## src/rtl/tick_sched_ctrl_if.sv

```systemverilog
// Increment-configuration channel for tick_sched_ctrl: a valid/ready transfer of a new
// phase-accumulator increment.
interface tick_sched_ctrl_if #(
    parameter int ACC_W = 32
) ();
    logic [ACC_W-1:0] cfg_inc;
    logic             cfg_valid;
    logic             cfg_ready;

    modport master (output cfg_inc, output cfg_valid, input cfg_ready);
    modport slave  (input cfg_inc, input cfg_valid, output cfg_ready);
endinterface

```

## src/rtl/tick_sched_ctrl.sv

```systemverilog
// Phase-accumulator tick scheduler: emits tick_en pulses and a divided square wave,
// optionally for a fixed burst of ticks, with glitch-free increment updates at period boundaries.
module tick_sched_ctrl #(
    parameter int               ACC_W       = 32,
    parameter int               CNT_W       = 16,
    parameter logic [ACC_W-1:0] DEFAULT_INC = 32'h0100_0000
) (
    input  logic                 clk,
    input  logic                 rst,
    tick_sched_ctrl_if.slave     cfg,
    input  logic                 i_start,
    input  logic                 i_stop,
    input  logic [CNT_W-1:0]     i_burst_len,
    output logic                 o_busy,
    output logic                 o_done,
    output logic                 o_tick_en,
    output logic                 o_tick_clk,
    output logic [CNT_W-1:0]     o_tick_cnt
);
    typedef enum logic {S_IDLE, S_RUN} state_t;

    state_t           r_state, w_state_next;
    logic [ACC_W-1:0] r_acc, w_acc_next;
    logic [ACC_W-1:0] r_inc, w_inc_next;
    logic [ACC_W-1:0] r_pend, w_pend_next;
    logic             r_ready, w_ready_next;
    logic             r_phase_d, w_phase_next;
    logic             r_tick_en, w_tick_en_next;
    logic             r_tick_clk, w_tick_clk_next;
    logic             r_done, w_done_next;
    logic [CNT_W-1:0] r_cnt, w_cnt_next;
    logic [CNT_W-1:0] r_blen, w_blen_next;

    logic             w_msb, w_tick, w_apply, w_xfer;
    logic [CNT_W-1:0] w_cnt_inc;
    logic [ACC_W-1:0] w_inc_eff;

    assign w_msb     = r_acc[ACC_W-1];
    assign w_tick    = w_msb & ~r_phase_d;
    assign w_xfer    = cfg.cfg_valid & r_ready;
    assign w_cnt_inc = r_cnt + CNT_W'(1);

    always_comb begin
        w_state_next    = r_state;
        w_acc_next      = r_acc;
        w_inc_next      = r_inc;
        w_pend_next     = r_pend;
        w_ready_next    = r_ready;
        w_phase_next    = r_phase_d;
        w_tick_en_next  = 1'b0;
        w_tick_clk_next = 1'b0;
        w_done_next     = 1'b0;
        w_cnt_next      = r_cnt;
        w_blen_next     = r_blen;
        w_apply         = 1'b0;
        w_inc_eff       = r_inc;

        case (r_state)
            S_IDLE: begin
                w_apply = ~r_ready;
                if (i_start) begin
                    w_state_next = S_RUN;
                    w_acc_next   = '0;
                    w_phase_next = 1'b0;
                    w_cnt_next   = '0;
                    w_blen_next  = i_burst_len;
                end
            end
            S_RUN: begin
                if (i_stop) begin
                    w_state_next = S_IDLE;
                    w_done_next  = 1'b1;
                end else begin
                    // A pending increment already drives the add on the boundary edge,
                    // so the very next period runs entirely at the new rate.
                    w_apply        = w_tick & ~r_ready;
                    w_inc_eff      = w_apply ? r_pend : r_inc;
                    w_acc_next     = r_acc + w_inc_eff;
                    w_phase_next   = w_msb;
                    w_tick_en_next = w_tick;
                    if (w_tick) begin
                        w_cnt_next = w_cnt_inc;
                        if ((r_blen != '0) && (w_cnt_inc == r_blen)) begin
                            w_state_next = S_IDLE;
                            w_done_next  = 1'b1;
                        end
                    end
                    w_tick_clk_next = (w_state_next == S_RUN) ? w_msb : 1'b0;
                end
            end
            default: w_state_next = S_IDLE;
        endcase

        if (w_apply) begin
            w_inc_next   = r_pend;
            w_pend_next  = '0;
            w_ready_next = 1'b1;
        end
        if (w_xfer) begin
            w_pend_next  = cfg.cfg_inc;
            w_ready_next = 1'b0;
        end
    end

    always_ff @(posedge clk) begin
        if (rst) begin
            r_state    <= S_IDLE;
            r_acc      <= '0;
            r_inc      <= DEFAULT_INC;
            r_pend     <= '0;
            r_ready    <= 1'b1;
            r_phase_d  <= 1'b0;
            r_tick_en  <= 1'b0;
            r_tick_clk <= 1'b0;
            r_done     <= 1'b0;
            r_cnt      <= '0;
            r_blen     <= '0;
        end else begin
            r_state    <= w_state_next;
            r_acc      <= w_acc_next;
            r_inc      <= w_inc_next;
            r_pend     <= w_pend_next;
            r_ready    <= w_ready_next;
            r_phase_d  <= w_phase_next;
            r_tick_en  <= w_tick_en_next;
            r_tick_clk <= w_tick_clk_next;
            r_done     <= w_done_next;
            r_cnt      <= w_cnt_next;
            r_blen     <= w_blen_next;
        end
    end

    assign cfg.cfg_ready = r_ready;
    assign o_busy        = (r_state == S_RUN);
    assign o_done        = r_done;
    assign o_tick_en     = r_tick_en;
    assign o_tick_clk    = r_tick_clk;
    assign o_tick_cnt    = r_cnt;
endmodule

```

## src/flat_wrapper.sv

```systemverilog
// flat-port wrapper written by rule: the top's interface ports become plain ports
module tick_sched_ctrl_flat 
#(
    parameter int               ACC_W       = 32,
    parameter int               CNT_W       = 16,
    parameter logic [ACC_W-1:0] DEFAULT_INC = 32'h0100_0000
)
  (clk, rst, i_start, i_stop, i_burst_len, o_busy, o_done, o_tick_en, o_tick_clk, o_tick_cnt, cfg_cfg_inc, cfg_cfg_valid, cfg_cfg_ready);
  tick_sched_ctrl_if #(.ACC_W(ACC_W)) cfg_i ();
  input  logic clk;
  input  logic rst;
  input  logic i_start;
  input  logic i_stop;
  input  logic [CNT_W-1:0] i_burst_len;
  output logic o_busy;
  output logic o_done;
  output logic o_tick_en;
  output logic o_tick_clk;
  output logic [CNT_W-1:0] o_tick_cnt;
  input wire logic [$bits(cfg_i.cfg_inc)-1:0] cfg_cfg_inc;
  input wire logic [$bits(cfg_i.cfg_valid)-1:0] cfg_cfg_valid;
  output wire logic [$bits(cfg_i.cfg_ready)-1:0] cfg_cfg_ready;
  assign cfg_i.cfg_inc = cfg_cfg_inc;
  assign cfg_i.cfg_valid = cfg_cfg_valid;
  assign cfg_cfg_ready = cfg_i.cfg_ready;
  tick_sched_ctrl #(.ACC_W(ACC_W), .CNT_W(CNT_W), .DEFAULT_INC(DEFAULT_INC)) u_core (.clk(clk), .rst(rst), .cfg(cfg_i), .i_start(i_start), .i_stop(i_stop), .i_burst_len(i_burst_len), .o_busy(o_busy), .o_done(o_done), .o_tick_en(o_tick_en), .o_tick_clk(o_tick_clk), .o_tick_cnt(o_tick_cnt));
endmodule
```

## config.mk

```make
export PLATFORM = sky130hd
export DESIGN_NAME = tick_sched_ctrl_flat
export DESIGN_NICKNAME = d
export VERILOG_FILES = /design/src/rtl/tick_sched_ctrl_if.sv /design/src/rtl/tick_sched_ctrl.sv /design/src/flat_wrapper.sv
export SDC_FILE = /design/constraint.sdc
export NUM_CORES = 1
export LEC_CHECK = 0
export BUFFER_PORTS_ARGS = -buffer_cell sky130_fd_sc_hd__buf_2
export CAP_MARGIN = 5
export CORE_ASPECT_RATIO = 0.6
export CORE_MARGIN = 4
export CORE_UTILIZATION = 55
export CTS_CLUSTER_DIAMETER = 30
export CTS_CLUSTER_SIZE = 8
export DETAILED_ROUTE_END_ITERATION = 6
export GPL_TIMING_DRIVEN = 0
export PLACE_DENSITY = 0.81
export SLEW_MARGIN = 20
export SYNTH_ARGS = -nofsm -noshare
export SYNTH_HDL_FRONTEND = slang
export SYNTH_SLANG_ARGS = --single-unit
export TNS_END_PERCENT = 20
```

## constraint.sdc

```tcl
create_clock -name clk -period 3.9 [get_ports clk]
set_input_delay 0.39 -clock clk [delete_from_list [all_inputs] [get_ports clk]]
set_output_delay 0.39 -clock clk [all_outputs]
set_load 0.02 [all_outputs]
```

==> results of run 1 <==
==> worst min path at each step <==
stage,slack [ps],start,end
finish,200,cfg_cfg_inc[31],u_core.r_pend[31]
global route,200,cfg_cfg_inc[12],u_core.r_pend[12]
CTS,200,cfg_cfg_inc[7],u_core.r_pend[7]
detailed placement,450,u_core.r_inc[19],u_core.r_inc[19]
global placement,440,u_core.r_inc[17],u_core.r_inc[17]
floorplan,430,u_core.r_acc[19],u_core.r_acc[19]
==> layout make-up <==
type | instances | area (µm²) | area share [%]
clock buffers | 20 | 466.7 | 5.512
flip-flops and latches | 134 | 2684 | 31.70
plain buffers | 51 | 225.2 | 2.660
inverters | 12 | 45.04 | 0.5320
well taps | 170 | 212.7 | 2.512
multi-input cells | 706 | 4342 | 51.28
clock inverters | 12 | 103.9 | 1.227
repair buffers | 76 | 387.9 | 4.581
==> worst reg2reg max path: stages, from the launching register on <==
cell and delay [ps]:
dfxtp_1 330, nand2b_1 200, nor2_4 230, buf_8 190, mux2_2 390, ha_2 400
nand2_1 90, a2111oi_2 390, nor3_2 80, buf_4 160, a2111oi_4 430, a211oi_2 190
o31ai_1 250, a21oi_1 110, xor2_1 140, o21ai_1 140
==> report_power, final <==
group / switching, mW / total, mW / internal, mW
sequential: 0.0405 / 1.45 / 1.41
clock: 0.616 / 1.54 / 0.922
combinational: 0.191 / 0.289 / 0.0976
total: 0.847 / 3.28 / 2.43
==> kinds of logic (layout without fill, tap and decap cells) <==
family,after synthesis,count (layout),share of synthesized area (%)
muxes,32,32,4.985
and+or+nand+nor,338,338,21.12
buffers and inverters,63,171,3.387
adders and majority gates,40,40,7.052
DFF,134,134,37.24
AOI/OAI and AO/OA,241,241,19.52
xor gates and xnor gates,55,55,6.687
==> through the flow <==
stage	setup TNS, ps	instances	util [%]
2_1_floorplan	0	903	-
3_3_place_gp	-3001	1146	60.73
3_5_place_dp	-3709	1146	60.73
4_1_cts	-32.14	1178	65.46
5_1_grt	0	1181	66.08
6_report	0	1181	66.08
==> flip-flops by register name (all words and copies together), names as in the netlist <==
| name | count |
|---|---|
| u_core.o_tick_cnt | 16 |
| u_core.r_acc | 32 |
| u_core.o_busy | 1 |
| u_core.r_inc | 32 |
| u_core.cfg.cfg_ready | 1 |
| u_core.r_pend | 32 |
| u_core.r_blen | 16 |
| u_core.o_tick_en | 1 |
| u_core.o_done | 1 |
| u_core.r_phase_d | 1 |
| u_core.o_tick_clk | 1 |
==> layout by cell type, fill, tap and decap left out, types with 4 or more instances in the layout <==
cell type / Yosys / routed
xor2_1: 23 / 23
o21ai_0: 38 / 38
inv_1: 12 / 12
nand2_1: 169 / 169
xnor2_1: 32 / 32
dfxtp_1: 134 / 133
clkinvlp_4: 0 / 6
a22oi_1: 16 / 16
buf_1: 7 / 7
clkinv_2: 0 / 4
a31oi_1: 12 / 9
ha_1: 39 / 38
a21o_1: 18 / 18
nor3_1: 13 / 12
nand2b_1: 7 / 7
mux2_2: 31 / 31
buf_2: 0 / 73
clkbuf_1: 43 / 40
and3_1: 6 / 6
or4_1: 4 / 4
nor2_1: 58 / 57
clkbuf_16: 0 / 17
a21oi_1: 130 / 130
nand3_1: 53 / 52
nor2b_1: 4 / 4
==> per-layer routing <==
layer / part of all wire (%) / track usage (%)
met5: 0 / 0
met4: 1.6 / 7.734
met3: 10 / 7.465
met2: 42 / 38.44
met1: 46 / 40.73
==> what timing repair did <==
action | CTS | global route
hold endpoints to repair | 0 | 0
resized for setup | 9 | 17
setup buffers | 0 | 3
endpoints found under the setup margin | 15 | 11
pin swaps | 1 | 6
hold buffers | 0 | 0
==> results by group, run 1 <==
Clock network
  – H-tree levels: 4
  – Clk_lat worst skew: 420 ps
  – CTS buffer count: 17
  – CTS Sinks: 134
  – Clk root buf: clkbuf_16
  – Worst-path clk slew: 60 ps
  – Clock buffer depth: 2
  – CTS tree: yes

Yosys
  – Netlist cell types: 54
  – Ys async rst share: 0%
  – Top-count cell post-synth: nand2_1
  – Yosys top cell by area: dfxtp_1
  – Post-synthesis cell area: 0.007203 mm²
  – Post-Syn Instances: 903
  – Number of synthesized register bits: between 100 and 150
  – Post-synth top flop: dfxtp_1
  – Yosys warning total: 0
  – Synth top cells by count: 169 x nand2_1, 134 x dfxtp_1, 130 x a21oi_1
  – Post-Syn Nets: 996
  – Yosys top cell area share: a little under two fifths
  – EDFF count, synth: 0
  – Seq/Total Area, Yosys: approximately 37%
  – Largest cells by area after synthesis: dfxtp_1 37%, a21oi_1 9.0%, nand2_1 8.8%
  – Synthesized area per cell: 7.977 µm²

Drt
  – Via density: approximately 5.9
  – Iteration count of the initial detailed-routing pass: 5
  – DRT iter0 DRCs: 701
  – WL/cell: 17.60 µm
  – DRT Wirelength: 20,780 µm
  – DR DRC count: 0
  – Antenna-violating nets left: 0
  – Vias: between 7,000 and 8,000

Die
  – Boundary Pins: 74
  – Starting Density: around 56%
  – Core Rows: 32
  – Chip width: between 150 and 200 µm
  – Die H: 96.65 µm
  – Die area: roughly 0.015 mm²
  – CORE AREA: 0.01281 mm²

Placed design
  – Placed Area: 0.007781 mm²
  – Count of buffers from port buffering: 73
  – GPL Wtd Cong: 0.9341
  – Dpl hpwl: roughly 15,000 µm
  – Post-place setup slack: -571.7 ps

Min path
  – Worst min-delay path class: in -> reg
  – Hold path depth: 3

Timing
  – Minimum clock period: about 3800 ps
  – Final Hold Fails: 0
  – Slew @ Worst Pin: 679.1 ps
  – Fin crit share: 97.05%
  – Final Worst Setup Slack: 115.2 ps
  – Setup violation total in the final timing report: 0
  – RSZ-0062 raised after global routing: false
  – Max-slew violations: 0
  – WHS: 203.8 ps
  – Worst Skew: around 8.6 ps
  – Max-slew headroom: 54.56%
  – Achievable Freq: 0.2642 GHz

Critical path
  – CP Cell Sequence: nand2b_1 > nor2_4 > buf_8 > mux2_2 > ha_2 > nand2_1 > a2111oi_2 > nor3_2 > buf_4 > a2111oi_4 > a211oi_2 > o31ai_1 > a21oi_1 > xor2_1 > o21ai_1
  – Reg2reg setup slack: ~120 ps
  – Crit path capture: u_core.r_acc[30]
  – Crit path depth: 15
  – Crit end category: flop
  – CP required: ~4200 ps
  – CP bufs+invs: 2
  – CP Data Arrival Time: 4130 ps
  – CP max FO: 10
  – R2R Path Start: u_core.r_phase_d
  – Crit-path max cell delay: 420 ps
  – Reg2reg end: u_core.r_acc[30]
  – Crit path from: u_core.r_phase_d
  – Reg2Reg Depth: 15
  – Setup CP Type: reg -> reg
  – Worst setup SP type: flop
  – Slowest CP cell: a2111oi_4
  – CP top delay family: compound AO/OA/AOI/OAI gates

Run status
  – Outcome: completed

Global routing
  – Largest net degree at the start of global routing: 17
  – Total track usage: 27.30%
  – First-pass GRT wire length: between 30,000 and 40,000 µm
  – Initial antenna violation count: 0
  – Vias in the first global route: about 6,500
  – Total congestion overflow: 0

Finish
  – N_diodes: 0
  – Post-Layout Inst Area: 0.008467 mm²
  – Area growth syn-to-layout: 17.54%
  – Layout cells sized above 1: between 10% and 20%
  – Fin nets: between 1,000 and 1,500
  – Fill cells: 1,074

Power
  – Maximum VDD drop: 0.2655 mV
  – Leakage: 3.494 nW
  – Cell area power density: 387.2 mW/mm²
  – Power Total: 3.278 mW

Job
  – Number of max-cap violations: 0
(Power assumes the default switching activity.)
==> inputs of run 2 (changes only) <==
--- a/config.mk
+++ b/config.mk
@@ -15,6 +15,7 @@
 export DETAILED_ROUTE_END_ITERATION = 6
 export GPL_TIMING_DRIVEN = 0
 export PLACE_DENSITY = 0.81
+export REMOVE_ABC_BUFFERS = 1
 export SLEW_MARGIN = 20
 export SYNTH_ARGS = -nofsm -noshare
 export SYNTH_HDL_FRONTEND = slang
==> run 2 against run 1 <==
Clock skew up 1.3 ps. Largest power group unchanged. Cell count is 4.1% lower. Combinational power down 5%. Count of clock-buffer cells in the layout is 4 higher.
==> results by group, run 2 (synthesized netlist as in run 1, its figures left out) <==
Run status
  – Outcome: completed

Timing
  – Setup violation total in the final timing report: 0
  – Final Hold Fails: 0
  – Total Neg Setup Slack: 0 ps
  – Minimum clock period: 3772 ps
  – Slew @ Worst Pin: 935.3 ps
  – Max-slew headroom: ~38%
  – WHS: about 200 ps
  – Achievable Freq: 0.2651 GHz
  – Fin crit share: 96.72%
  – Worst Skew: 9.855 ps
  – Final Worst Setup Slack: 128.0 ps
  – Max-slew violations: 0
  – RSZ-0062 raised after global routing: true

Drt
  – Vias: between 6,000 and 7,000
  – DRT Wirelength: around 19,000 µm
  – WL/cell: 16.48 µm
  – Via density: 5.867
  – Antenna-violating nets left: 0
  – DRT iter0 DRCs: 591
  – DR DRC count: 0
  – Iteration count of the initial detailed-routing pass: 7

Power
  – Power Internal: about 2.6 mW
  – Net Sw Power: 810.7 µW
  – Switching part of the total: 23.90%
  – Logic pwr share: 8.1%
  – Clock power frac: 49.1%
  – Leakage: 3.489 nW
  – Cell area power density: 405.3 mW/mm²
  – Maximum VDD drop: 0.2923 mV
  – Sequential share of power: 42.8%

Critical path
  – CP required: 4190 ps
  – Reg2Reg Depth: 15
  – Worst setup SP type: flop
  – Reg2reg setup slack: 130 ps
  – Crit end category: flop
  – CP Data Arrival Time: 4060 ps
  – R2R Path Start: u_core.r_acc[31]
  – Reg2reg end: u_core.r_acc[30]
  – CP max FO: 24
  – Setup CP Type: reg -> reg

Job
  – Number of max-cap violations: 0

Die
  – Starting Density: 56.22%
  – Die area: 0.01505 mm²
  – Core Rows: 32
  – Chip width: around 160 µm
  – Die H: 96.65 µm
  – CORE AREA: between 0.01 and 0.015 mm²
  – Boundary Pins: 74

Global routing
  – Vias in the first global route: 6,273
  – Total congestion overflow: 0
  – Initial antenna violation count: 0
  – Total track usage: around a quarter
  – Largest net degree at the start of global routing: 79
  – First-pass GRT wire length: 30,660 µm

Placed design
  – GPL Wtd Cong: 0.9272
  – Dpl cells: 1,100
  – Post-place setup slack: -155.8 ps
  – Dpl hpwl: roughly 12,000 µm
  – Count of buffers from port buffering: 73

Finish
  – Fin nets: 1,043
  – Area growth syn-to-layout: 16.17%
  – Most common cell after layout, fill and taps aside: nand2_1
  – N_diodes: 0
  – Final std cells w/o fill: between 1,000 and 1,500
  – Top Registers: u_core.r_acc: 32 flops, u_core.r_inc: 32 flops, u_core.r_pend: 32 flops
  – Most frequent cells in the layout: 168 x nand2_1, 134 x dfxtp_1, 129 x a21oi_1, 72 x buf_2, 56 x nor2_1
  – Layout cells sized above 1: 16.72%

Min path
  – Hold path depth: 3
  – Worst min-delay path class: in -> reg
  – Worst Hold Path EP: u_core.r_pend[28]
  – Min-delay src: cfg_cfg_inc[28]

Clock network
  – CTS Sinks: 134
  – Clk_lat worst skew: roughly 420 ps
  – CTS Hold Bufs: 0
  – CTS tree: yes
  – Clock buffer depth: 2
  – Worst-path clk slew: 60 ps
  – Clk root buf: clkbuf_16
  – H-tree levels: 4
  – CTS buffer count: 17
==> run 2: layer usage <==
| metal | up-vias | GRT usage, % | routed length [µm] |
|---|---|---|---|
| met3 | 24 | 6.437 | 1384 |
| met2 | 220 | 37.61 | 8284 |
| met4 | 0 | 5.851 | 173 |
| met1 | 3143 | 35.09 | 8830 |
| li1 | 3260 | - | - |
| met5 | - | 0 | 0 |
==> run 2: cell type report <==
type,count,area (µm²)
fillers,1058,4444
multi-input cells,706,4343
flip-flops and latches,134,2683
clock buffers,24,491.7
repair buffers,79,473.0
well taps,170,212.7
clock inverters,8,120.1
inverters,12,45.04
==> run 2: how the worst max path moves through the flow <==
stage                     start                to  slack [ps]  cells past startpoint
6_report       u_core.r_acc[31]  u_core.r_acc[30]         130                     15
3_3_place_gp   u_core.r_acc[31]  u_core.r_acc[30]       -1870                     14
5_1_grt        u_core.r_acc[31]  u_core.r_acc[30]         -80                     15
3_5_place_dp   u_core.r_acc[31]  u_core.r_acc[30]        -160                     14
2_1_floorplan  u_core.r_acc[31]  u_core.r_acc[30]        -520                     14
4_1_cts        u_core.r_acc[31]  u_core.r_acc[30]         170                     14
==> run 2: critical path, stage by stage (launching register included) <==
cell and delay (ps):
dfxtp_1 420, nand2b_1 140, nor2_4 170, buf_12 210
mux2_2 360, ha_1 220, fa_1 420, nand3_1 140
a2111oi_2 90, nor3_2 320, a2111oi_4 180, a211oi_2 380
o31ai_1 140, a21oi_1 180, xor2_1 170, o21ai_1 70
==> run 2: stage by stage <==
stage                     util (%)  total power [mW]  instance area, µm²
after floorplan                  -             1.620                7004
final                        65.31             3.392                8368
after global placement       59.18             1.727                7582
after global routing         65.31             3.500                8368
after CTS                    65.26             3.395                8362
after detailed placement     60.29             1.749                7725
==> run 2: power groups by stage <==
stage | logic (mW) | clock network, mW | registers [mW]
2_1_floorplan | 0.153 | 0 | 1.47
3_3_place_gp | 0.252 | 0 | 1.47
3_5_place_dp | 0.271 | 0 | 1.48
4_1_cts | 0.274 | 1.67 | 1.45
5_1_grt | 0.305 | 1.74 | 1.46
6_report | 0.274 | 1.67 | 1.45
==> run 2: timing repair <==
item | in CTS | in global routing
pin swaps | 2 | 1
setup endpoints to repair | 3 | 5
cloned | 0 | 0
gates resized for setup | 2 | 1
setup buffers | 1 | 0
==> inputs of run 3 (changes only) <==
--- a/config.mk
+++ b/config.mk
@@ -15,7 +15,7 @@
 export DETAILED_ROUTE_END_ITERATION = 6
 export GPL_TIMING_DRIVEN = 0
 export PLACE_DENSITY = 0.81
-export REMOVE_ABC_BUFFERS = 1
+export SKIP_CTS_REPAIR_TIMING = 1
 export SLEW_MARGIN = 20
 export SYNTH_ARGS = -nofsm -noshare
 export SYNTH_HDL_FRONTEND = slang
==> run 3 against run 2 <==
Sequential power hardly changed. Routed wire length is 11% higher. Utilization is 0.59 points higher. Via count is 5.6% higher. Die area stayed put. Fmax is 0.35% lower. Clock skew is 0.94 ps lower. Flip-flop and latch count stayed put. Count of clock-buffer cells in the layout is 4 lower. Clock power is 8% lower.
==> results by group, run 3 (synthesized netlist as in run 1, its figures left out) <==
Drt
  – WL/cell: 17.56 µm
  – DRT Wirelength: around 21,000 µm
  – Vias: 7,021
  – Via density: 5.950
  – Iteration count of the initial detailed-routing pass: 5
  – DRT iter0 DRCs: 768
  – DR DRC count: 0
  – Antenna-violating nets left: 0

Power
  – Sequential share of power: 44.3%
  – Cell area power density: between 300 and 400 mW/mm²
  – Net Sw Power: 843.5 µW
  – Maximum VDD drop: between 0.2 and 0.3 mV
  – Power Internal: approximately 2.4 mW
  – Leakage: ~3.5 nW
  – Logic pwr share: 8.8%
  – Clock power frac: 46.8%
  – Switching part of the total: between 20% and 30%

Placed design
  – GPL Wtd Cong: 0.9341
  – Dpl hpwl: 15,030 µm
  – Count of buffers from port buffering: 73
  – Placed Area: 0.007781 mm²
  – Post-place setup slack: -571.7 ps

Clock network
  – Worst-path clk slew: 60 ps
  – Clk_lat worst skew: 420 ps
  – Clk root buf: clkbuf_16
  – CTS Sinks: 134
  – CTS tree: yes
  – Clock buffer depth: 2
  – CTS buffer count: 17
  – H-tree levels: 4

Die
  – Starting Density: 56.22%
  – Die H: approximately 97 µm
  – CORE AREA: ~0.013 mm²
  – Die area: 0.01505 mm²
  – Core Rows: 32
  – Boundary Pins: 74
  – Chip width: approximately 160 µm

Critical path
  – Crit path from: u_core.r_phase_d
  – Worst setup SP type: flop
  – CP max FO: 10
  – Reg2reg end: u_core.r_acc[30]
  – CP required: between 4000 and 5000 ps
  – Setup CP Type: reg -> reg
  – Reg2Reg Depth: 15
  – R2R Path Start: u_core.r_phase_d
  – CP Data Arrival Time: 4120 ps
  – Crit path capture: u_core.r_acc[30]
  – Crit end category: flop
  – Reg2reg setup slack: around 110 ps

Global routing
  – Initial antenna violation count: 0
  – Largest net degree at the start of global routing: 17
  – Vias in the first global route: approximately 6,500
  – Total congestion overflow: 0
  – Total track usage: 27.14%
  – First-pass GRT wire length: ~33,000 µm

Finish
  – N_diodes: 0
  – Post-Layout Inst Area: 0.008443 mm²
  – Layout cells sized above 1: between 15 and 20%
  – Most common cell after layout, fill and taps aside: nand2_1
  – Fin nets: about 1,100
  – Area growth syn-to-layout: 17.21%
  – Top Registers: u_core.r_acc: 32 flops, u_core.r_inc: 32 flops, u_core.r_pend: 32 flops
  – Most frequent cells in the layout: 169 x nand2_1, 133 x dfxtp_1, 130 x a21oi_1, 73 x buf_2, 57 x nor2_1

Timing
  – Final Worst Setup Slack: 114.7 ps
  – Max-slew headroom: 52.48%
  – Final Hold Fails: 0
  – Total Neg Setup Slack: 0 ps
  – Slew @ Worst Pin: 710.2 ps
  – Fin crit share: 97.06%
  – Max-slew violations: 0
  – Setup violation total in the final timing report: 0
  – Worst Skew: 8.918 ps
  – Achievable Freq: roughly 0.26 GHz
  – Minimum clock period: 3785 ps

Min path
  – Worst min-delay path class: in -> reg
  – Min-delay src: cfg_cfg_inc[7]

Run status
  – Outcome: completed

Job
  – Number of max-cap violations: 0
[run 3: cell types whose count changed in the layout (fill, tap and decap cells not counted), moves of 2 or more]
cell and change:
nor2b_2 -2, buf_1 +7, bufinv_16 -2, nor2b_1 +2, buf_6 +2, clkinvlp_4 +4
clkbuf_1 +37, buf_16 -2
[run 3: metal layers]
layer	wire, µm	vias up	global-route usage (%)
met1	9510	3272	40.51
met3	2190	40	7.465
met4	375	0	7.734
met2	8650	351	38.14
met5	0	-	0
li1	-	3358	-
[run 3: worst min path at each step]
stage | endpoint | cells past startpoint
floorplan | u_core.r_acc[19] | 2
global placement | u_core.r_inc[17] | 2
detailed placement | u_core.r_inc[19] | 2
CTS | u_core.r_pend[7] | 3
global route | u_core.r_pend[12] | 3
finish | u_core.r_pend[7] | 3
[run 3: metrics by stage]
step | total power, mW | std cells | hold slack (ps) | util (%)
global route | 3.380 | 1180 | 200.0 | 65.90
detailed placement | 1.758 | 1146 | 446.8 | 60.73
global placement | 1.751 | 1146 | 439.8 | 60.73
finish | 3.275 | 1180 | 206.4 | 65.90
CTS | 3.275 | 1178 | 198.2 | 65.19
floorplan | 1.647 | 903 | 431.5 | -
[run 3: final cells by class]
| type | instances | area (µm²) |
|---|---|---|
| fill | 1078 | 4369 |
| multi-input combinational | 706 | 4329 |
| sequential | 134 | 2684 |
| clock buffer | 20 | 466.7 |
| timing repair buffer | 75 | 380.4 |
| buffer | 51 | 221.5 |
| tap | 170 | 212.7 |
| clock inverter | 12 | 103.9 |
| inverter | 12 | 45.04 |
[run 3: critical path, cell delays in order (launching register included)]
cell and delay (ps):
dfxtp_1 330, nand2b_1 190, nor2_4 200, buf_6 210
mux2_2 390, ha_2 390, nand2_1 90, a2111oi_2 390
nor3_2 60, buf_4 160, a2111oi_4 430, a211oi_2 180
o31ai_1 280, a21oi_1 110, xor2_1 140, o21ai_1 140
[run 3: power by group through the flow]
stage          Clock (mW)  Combinational, mW  Sequential, mW
2_1_floorplan           0              0.180            1.47
4_1_cts              1.54              0.284            1.45
6_report             1.53              0.289            1.45
5_1_grt              1.60              0.320            1.46
3_5_place_dp            0              0.280            1.48
3_3_place_gp            0              0.275            1.48
